File: src/rtl/audio_pkg.sv
// audio_pkg: shared FSM states and timing constants for the audio playback engine
package audio_pkg;
   typedef enum logic [1:0] {IDLE, RUN, FETCH} state_t;
   localparam int MIN_DUR     = 4;
   localparam int RAM_LATENCY = 2;
endpackage

File: src/rtl/sigma_delta_dac.sv
// sigma_delta_dac: first-order sigma-delta modulator turning a signed sample into a 1-bit stream
//   clk, reset : clock, asynchronous active-high reset
//   sample     : signed two's-complement input level
//   dac_out    : registered bitstream whose ones density tracks the offset-binary sample
module sigma_delta_dac
   import audio_pkg::*;
#(
   parameter int SAMPLE_W = 16
) (
   input  logic                clk,
   input  logic                reset,
   input  logic [SAMPLE_W-1:0] sample,
   output logic                dac_out
);
   logic [SAMPLE_W:0] acc;
   // inverting the MSB maps signed full scale onto 0..2^SAMPLE_W-1
   always_ff @(posedge clk or posedge reset)
      if (reset) begin
         acc     <= '0;
         dac_out <= 1'b0;
      end else begin
         acc     <= {1'b0, acc[SAMPLE_W-1:0]} + {1'b0, ~sample[SAMPLE_W-1], sample[SAMPLE_W-2:0]};
         dac_out <= acc[SAMPLE_W];
      end
endmodule

File: src/rtl/audio_player.sv
// audio_player: reads samples from RAM every max(adur,4) clocks and plays them through a sigma-delta DAC
//   clk, reset      : clock, asynchronous active-high reset
//   enable, restart : play enable (low pauses), pulse that rewinds the play address to 0
//   adur            : clocks per sample, sampled at each period reload
//   ram_addr/ram_rd : RAM read address and strobe; ram_data returns 2 cycles after ram_rd
//   aaddr           : zero-extended address of the next sample to fetch
//   sample/strobe   : current sample and its one-cycle update pulse
//   dac_out         : sigma-delta bitstream
module audio_player
   import audio_pkg::*;
#(
   parameter int ADDR_W   = 16,
   parameter int SAMPLE_W = 16,
   parameter int DUR_W    = 32
) (
   input  logic                clk,
   input  logic                reset,
   input  logic                enable,
   input  logic                restart,
   input  logic [DUR_W-1:0]    adur,
   output logic [ADDR_W-1:0]   ram_addr,
   output logic                ram_rd,
   input  logic [SAMPLE_W-1:0] ram_data,
   output logic [DUR_W-1:0]    aaddr,
   output logic [SAMPLE_W-1:0] sample,
   output logic                sample_strobe,
   output logic                dac_out
);
   state_t                 state, state_nx;
   logic [DUR_W-1:0]       cnt, dur_m1;
   logic [ADDR_W-1:0]      addr;
   logic [RAM_LATENCY-1:0] pipe;
   logic                   rd_q, rd_nx, active;
   // restart suppresses a read that was already scheduled for this cycle
   assign ram_rd   = rd_q & ~restart;
   assign ram_addr = addr;
   assign aaddr    = DUR_W'(addr);
   always_comb begin
      active   = state != IDLE;
      dur_m1   = (adur < DUR_W'(MIN_DUR) ? DUR_W'(MIN_DUR) : adur) - DUR_W'(1);
      rd_nx    = enable & ~restart & (~active | cnt == '0);
      state_nx = ~enable ? IDLE : ~active ? RUN : (ram_rd | (|pipe[RAM_LATENCY-2:0])) ? FETCH : RUN;
   end
   always_ff @(posedge clk or posedge reset)
      if (reset) state <= IDLE;
      else       state <= state_nx;
   // the pipeline keeps shifting while paused so an in-flight fetch still lands
   always_ff @(posedge clk or posedge reset)
      if (reset) begin
         cnt           <= '0;
         addr          <= '0;
         pipe          <= '0;
         rd_q          <= 1'b0;
         sample        <= '0;
         sample_strobe <= 1'b0;
      end else begin
         rd_q          <= rd_nx;
         cnt           <= (restart | rd_nx) ? dur_m1 : (active && cnt != '0) ? cnt - DUR_W'(1) : cnt;
         addr          <= restart ? '0 : addr + ADDR_W'(ram_rd);
         pipe          <= restart ? '0 : {pipe[RAM_LATENCY-2:0], ram_rd};
         sample_strobe <= pipe[RAM_LATENCY-1] & ~restart;
         if (pipe[RAM_LATENCY-1] & ~restart) sample <= ram_data;
      end
   sigma_delta_dac #(.SAMPLE_W(SAMPLE_W)) u_dac (
      .clk     (clk),
      .reset   (reset),
      .sample  (sample),
      .dac_out (dac_out)
   );
endmodule

File: config.mk
export PLATFORM = sky130hd
export DESIGN_NAME = audio_player
export DESIGN_NICKNAME = d
export VERILOG_FILES = /design/src/rtl/audio_pkg.sv /design/src/rtl/sigma_delta_dac.sv /design/src/rtl/audio_player.sv
export SDC_FILE = /design/constraint.sdc
export NUM_CORES = 1
export LEC_CHECK = 0
export BUFFER_PORTS_ARGS = -buffer_cell sky130_fd_sc_hd__buf_2
export CELL_PAD_IN_SITES_DETAIL_PLACEMENT = 1
export CELL_PAD_IN_SITES_GLOBAL_PLACEMENT = 1
export CORE_MARGIN = 8
export CORE_UTILIZATION = 43
export CTS_BUF_LIST = sky130_fd_sc_hd__clkbuf_8
export DETAILED_ROUTE_END_ITERATION = 7
export PLACE_DENSITY_LB_ADDON = 0.2
export SETUP_SLACK_MARGIN = 0.5
export SYNTH_ARGS = -nofsm -noshare
export SYNTH_HDL_FRONTEND = slang
export SYNTH_SLANG_ARGS = --single-unit
File: constraint.sdc
create_clock -name clk -period 5.35 [get_ports clk]
set_clock_uncertainty 0.15 [all_clocks]
set_input_delay 1.07 -clock clk [delete_from_list [all_inputs] [get_ports clk]]
set_output_delay 1.07 -clock clk [all_outputs]
set_load 0.1 [all_outputs]
# [Word-level counts from Yosys, hierarchy flattened]
# Cells that the tools add are included.
[word_totals] regBits=88 out_inout_bits=67
[classes] n_mux=8 magnitude_cmp=1 bitwise=10 add_sub_neg=4 n_reduce_logical=5
[op_table] operator="$mux 32" n=3
[op_table] operator="$sub 32x1->32 const B" n=2
[op_table] operator="$logic_not 32->1" n=1
[op_table] operator="$lt 32x3->1 const B" n=1
[op_table] operator="$reduce_bool 32->1" n=1
[op_table] operator="$add 16x16->17" n=1
[op_table] operator="$add 16x1->16" n=1
[op_table] operator="$mux 16" n=1
[op_table] operator="$mux 2" n=4
[op_table] operator="$and 1x1->1" n=4
[op_table] operator="$reduce_bool 2->1" n=2
[op_table] operator="$not 1->1" n=3
[op_table] operator="$or 1x1->1" n=3
[op_table] operator="$logic_and 1x1->1" n=1

# [Longest topological paths before layout]
[depth] depth_word=6 depth_mapped=17

# [Hierarchy]
# A second synthesis with hierarchy kept.
[unflattened] hier_cells=636 hier_area_um2=6005.8
[by_module_without_submodules] module="audio_player" area_per_inst_um2=4749.6 seq_area_each_um2=1751.7 n_inst=1 cells_per_inst=510
[by_module_without_submodules] module="sigma_delta_dac" area_per_inst_um2=1256.2 seq_area_each_um2=450.4 n_inst=1 cells_per_inst=126

# [Worst setup path before layout]
# No wires, ideal clock.
[synth_path] path_kind="input-to-reg" startpoint="input port adur[10]" endpoint="register cnt[26]" path_stages=15 n_path_buf=0 arrival_ps=4464 path_slack_ps=608 path_cell_list="or4_1 -> or3_1 -> or3_1 -> or2_2 -> and3_1 -> a21oi_1 -> ha_1 -> inv_1 -> nor4b_1 -> o211ai_1 -> a211oi_2 -> a31oi_2 -> nor4_2 -> xnor2_1 -> mux2i_1"
[synth_via] elab_chain_len=4
[synth_lines] element="from (decl)" line_no="audio_player.sv:20" text="input logic [DUR_W-1:0] adur,"
[synth_lines] element="$lt 32x3->1" line_no="audio_player.sv:40" text="dur_m1 = (adur < DUR_W'(MIN_DUR) ? DUR_W'(MIN_DUR) : adur) - DUR_W'(1);"
[synth_lines] element="$mux 32 (*)" line_no="audio_player.sv:40"
[synth_lines] element="$sub 32x1->32 (*)" line_no="audio_player.sv:40"
[synth_lines] element="$mux 32 (*)" line_no="audio_player.sv:58" text="cnt <= (restart | rd_nx) ? dur_m1 : (active && cnt != '0) ? cnt - DUR_W'(1) : cnt;"
[synth_lines] element="to (signal assigned)" line_no="audio_player.sv:58"
[synth_lines] element="to (decl)" line_no="audio_player.sv:30" text="logic [DUR_W-1:0] cnt, dur_m1;"
# Every way passes the cells marked *; elsewhere a longest branch is shown, timed or not.
# A chain may end at the register's enable or synchronous reset.

# [Worst setup path in the final report]
[layout_path] startpoint="input port adur[10]" endpoint="register cnt[20]"
# Same word-level chain as after synthesis.

==> impl_metrics.yaml <==
placed_design:
  placement.cell_area_sq_um: 6080
  place.detailed.hpwl_mm: 11.8
  finalWeightedCongestion: 0.924
  place_inst: 848
  portBuffers: 102
clock_network:
  ctsRootBufferMaster: "clkbuf_8"
  tritoncts_clock_tree: "yes"
  clock_tree.buffer_depth: 2
  cts.sinks: 88
  worst_skew_pair.late_latency_ps: 350
  clkSlewWorstSetupHoldPaths_ps: 80
  cts.hold.buffers_added: 0
  cts_inserted_buffers: 9
  cts.htree.levels: 3
synthesis:
  yosys_register_bits: 88
  fraction_of_the_yosys_area_taken_by_sequential_cells_pct: 39.6
  synth_commonest_cells: "dfrtp_1 (88), nor2_1 (59), xnor2_1 (37), xor2_1 (37), nor3_1 (36)"
  synth_cells: 600
  synth_area_sq_um: 5560
  post-synth-top-count-cell: "dfrtp_1"
  postSynth.asyncResetShare_pct: 100
  synth.distinct_cells: 58
  synth.area.top_cells: "dfrtp_1 (40%), xnor2_1 (5.8%), xor2_1 (5.8%), buf_4 (4.3%), ha_1 (4.3%)"
  syn_area_per_cell_sq_um: 9.27
  synthDominantAreaCellType: "dfrtp_1"
  synthDominantCellAreaShare_pct: 39.6
  ys_dominant_reg_cell: "dfrtp_1"
  synth-edff-count: 0
  yosys_warnings: 0
worst_setup_path:
  cp_slowest_stage_delay_ps: 540
  crit_fanout: 10
  rrSetupSlack_ps: 880
  worstSetupEndpointType: "flip-flop"
  ordered_list_of_cells_on_the_worst_path: "buf_2, or4_4, or3_4, or3_1, or2_2, and3_1, a21oi_1, ha_2, buf_4, nand3_1, nor4_1, mux2_4, nand2_1, xor2_1, a21oi_1"
  critical_path_start_end_classification: "primary input to flip-flop"
  largest_delay_share_family_worst_path: "simple AND/OR/NAND/NOR gates"
  slowest_stage_cell_on_the_critical_path: "or4_4"
  timing.critical_path.mode_cell: "a21oi_1"
  timing.critical_path.buf_inv: 2
  critical_path_required_time_ps: 5470
  timing.critical_path.arrival_ps: 4800
  timing.critical_path.from_type: "primary input"
drt:
  firstDrtPassIters: 4
  drt_drc_violations_left: 0
  ant_nets: 0
  wirelength_mm: 15.1
  num_vias: 4723
  first_iter_violations: 272
  average_wire_per_cell_in_the_routed_design_microns: 17.4
  post_drt_via_cell_ratio: 5.46
die:
  die-height_microns: 130
  num_io_pins: 119
  placement_rows: 41
  core-area_sq_um: 12600
  initial_utilization_pct: 44.1
  die_span_x_microns: 130
  die_area_sq_um: 16800
sta:
  drv_slew: 0
  setup_tns_ps: 0
  setup_viol: 0
  max_clock_freq_mhz: 214
  max_slew.worst_pin.slew_ps: 870
  grt_setup_unrepaired: "false"
  final_hold_viol_count: 0
  fin_crit_sh_pct: 87.5
  period_needed_ps: 4680
  rel_slew_slack_pct: 41.5
final_layout:
  final_standard_cell_count_with_taps_included_and_fillers_excluded: 865
  final_area_sq_um: 6310
  n_fill_cell: 1539
  finalCoreUtilization_pct: 50.0
  flow.area_growth_from_synthesis_pct: 13.5
  n_antenna_cell: 0
  drive_gt1_share_pct: 22.4
  nNetsFinal: 760
global_routing:
  grt_pass1_vias: 4929
  grt_start_max_net_pins: 51
  antenna_found_initial: 0
  global_route_total_overflow: 0
  grt_pass1_wl_mm: 24.5
  global_route.usage.total_pct: 18.0
power:
  cellLeakagePower_uw: 0.00279
  total_power_uw: 2300
  power.density_cell_area_nw_per_um2: 365
  power.ir.vdd_worst_mv: 0.122
outcome:
  run_status: "complete, no violations"
worst_hold_path:
  hp-class: "flip-flop to flip-flop"
job:
  max_cap_violations: 0
[path summary, 6_finish.rpt]
| check | from | end | cells past startpoint |
|---|---|---|---|
| worst max-delay path | adur[10] | cnt[20] | 15 |
| worst min-delay path | u_dac.acc[16] | u_dac.dac_out | 0 |
| worst max register to register | cnt[23] | cnt[20] | 13 |
| worst min register to register | u_dac.acc[16] | u_dac.dac_out | 0 |
| max in group asynchronous | reset | u_dac.acc[4] | 3 |
| min in group asynchronous | reset | ram_addr[1] | 2 |
[cell usage in the layout, fill, tap and decap left out, drive strengths merged, types with 9 or more instances in the layout]
| cell type | synthesis | layout |
|---|---|---|
| buf | 38 | 109 |
| dfrtp | 88 | 88 |
| nor2 | 59 | 59 |
| xnor2 | 37 | 37 |
| xor2 | 37 | 37 |
| nor3 | 36 | 36 |
| a21oi | 34 | 34 |
| nand2 | 32 | 32 |
| o21ai | 28 | 28 |
| or3 | 21 | 21 |
| nand3 | 20 | 20 |
| ha | 19 | 19 |
| nor4 | 18 | 18 |
| inv | 14 | 16 |
| conb | 1 | 16 |
| mux2 | 15 | 15 |
| clkbuf | 9 | 11 |
| nand4 | 10 | 10 |
| or4 | 9 | 9 |
[what timing repair did]
action                     4_1_cts  5_1_grt
gates resized for setup          0        5
buffers inserted                 1        0
setup endpoints to repair        1        5
pin swaps                        0        2
[power by group]
part | switching (uW) | internal (uW) | total, uW
Combinational | 648 | 311 | 959
Sequential | 79.1 | 794 | 873
Clock | 234 | 237 | 472
[logic make-up (layout without fill, tap and decap cells)]
family          after synthesis  count (layout)  share of synthesized area, %
compound gates               96              96                          11.0
flops                        88              88                          39.6
simple gates                237             237                          22.1
other cells                   1              16                        0.0674
mux                          23              23                          4.48
buf+inv                      61             139                          6.48
xor+xnor                     74              74                          11.7
fa+ha+maj                    20              20                          4.64
[routing by layer]
metal / global-route usage [%] / share of wire [%]
met1: 22.9 / 45
met2: 30.1 / 48
met3: 3.47 / 5.0
met4: 5.81 / 1.9
met5: 0 / 0
[metrics by stage]
step                      setup slack [ps]  hold WS (ps)
after detailed placement               124           191
after floorplan                        608           181
after CTS                              540           212
after global placement                 266           185
after global routing                   447           230
final                                  671           205
[state kept, by name, indices dropped and copies added (netlist names)]
name,count
pipe,2
u_dac.dac_out,1
rd_q,1
u_dac.acc,17
sample_strobe,1
ram_addr,16
sample,16
state,2
cnt,32
[area by class of cell]
cell class / instances / area, sq um / share of cell area, %
Clock buffer: 11 / 151 / 2.40
Clock inverter: 5 / 48.8 / 0.773
Inverter: 14 / 53.8 / 0.853
Multi-Input combinational cell: 466 / 3080 / 48.7
Sequential cell: 88 / 2200 / 34.9
Tap cell: 172 / 215 / 3.41
Timing Repair Buffer: 109 / 563 / 8.92
No activity file was read; power rests on OpenSTA's default activity.
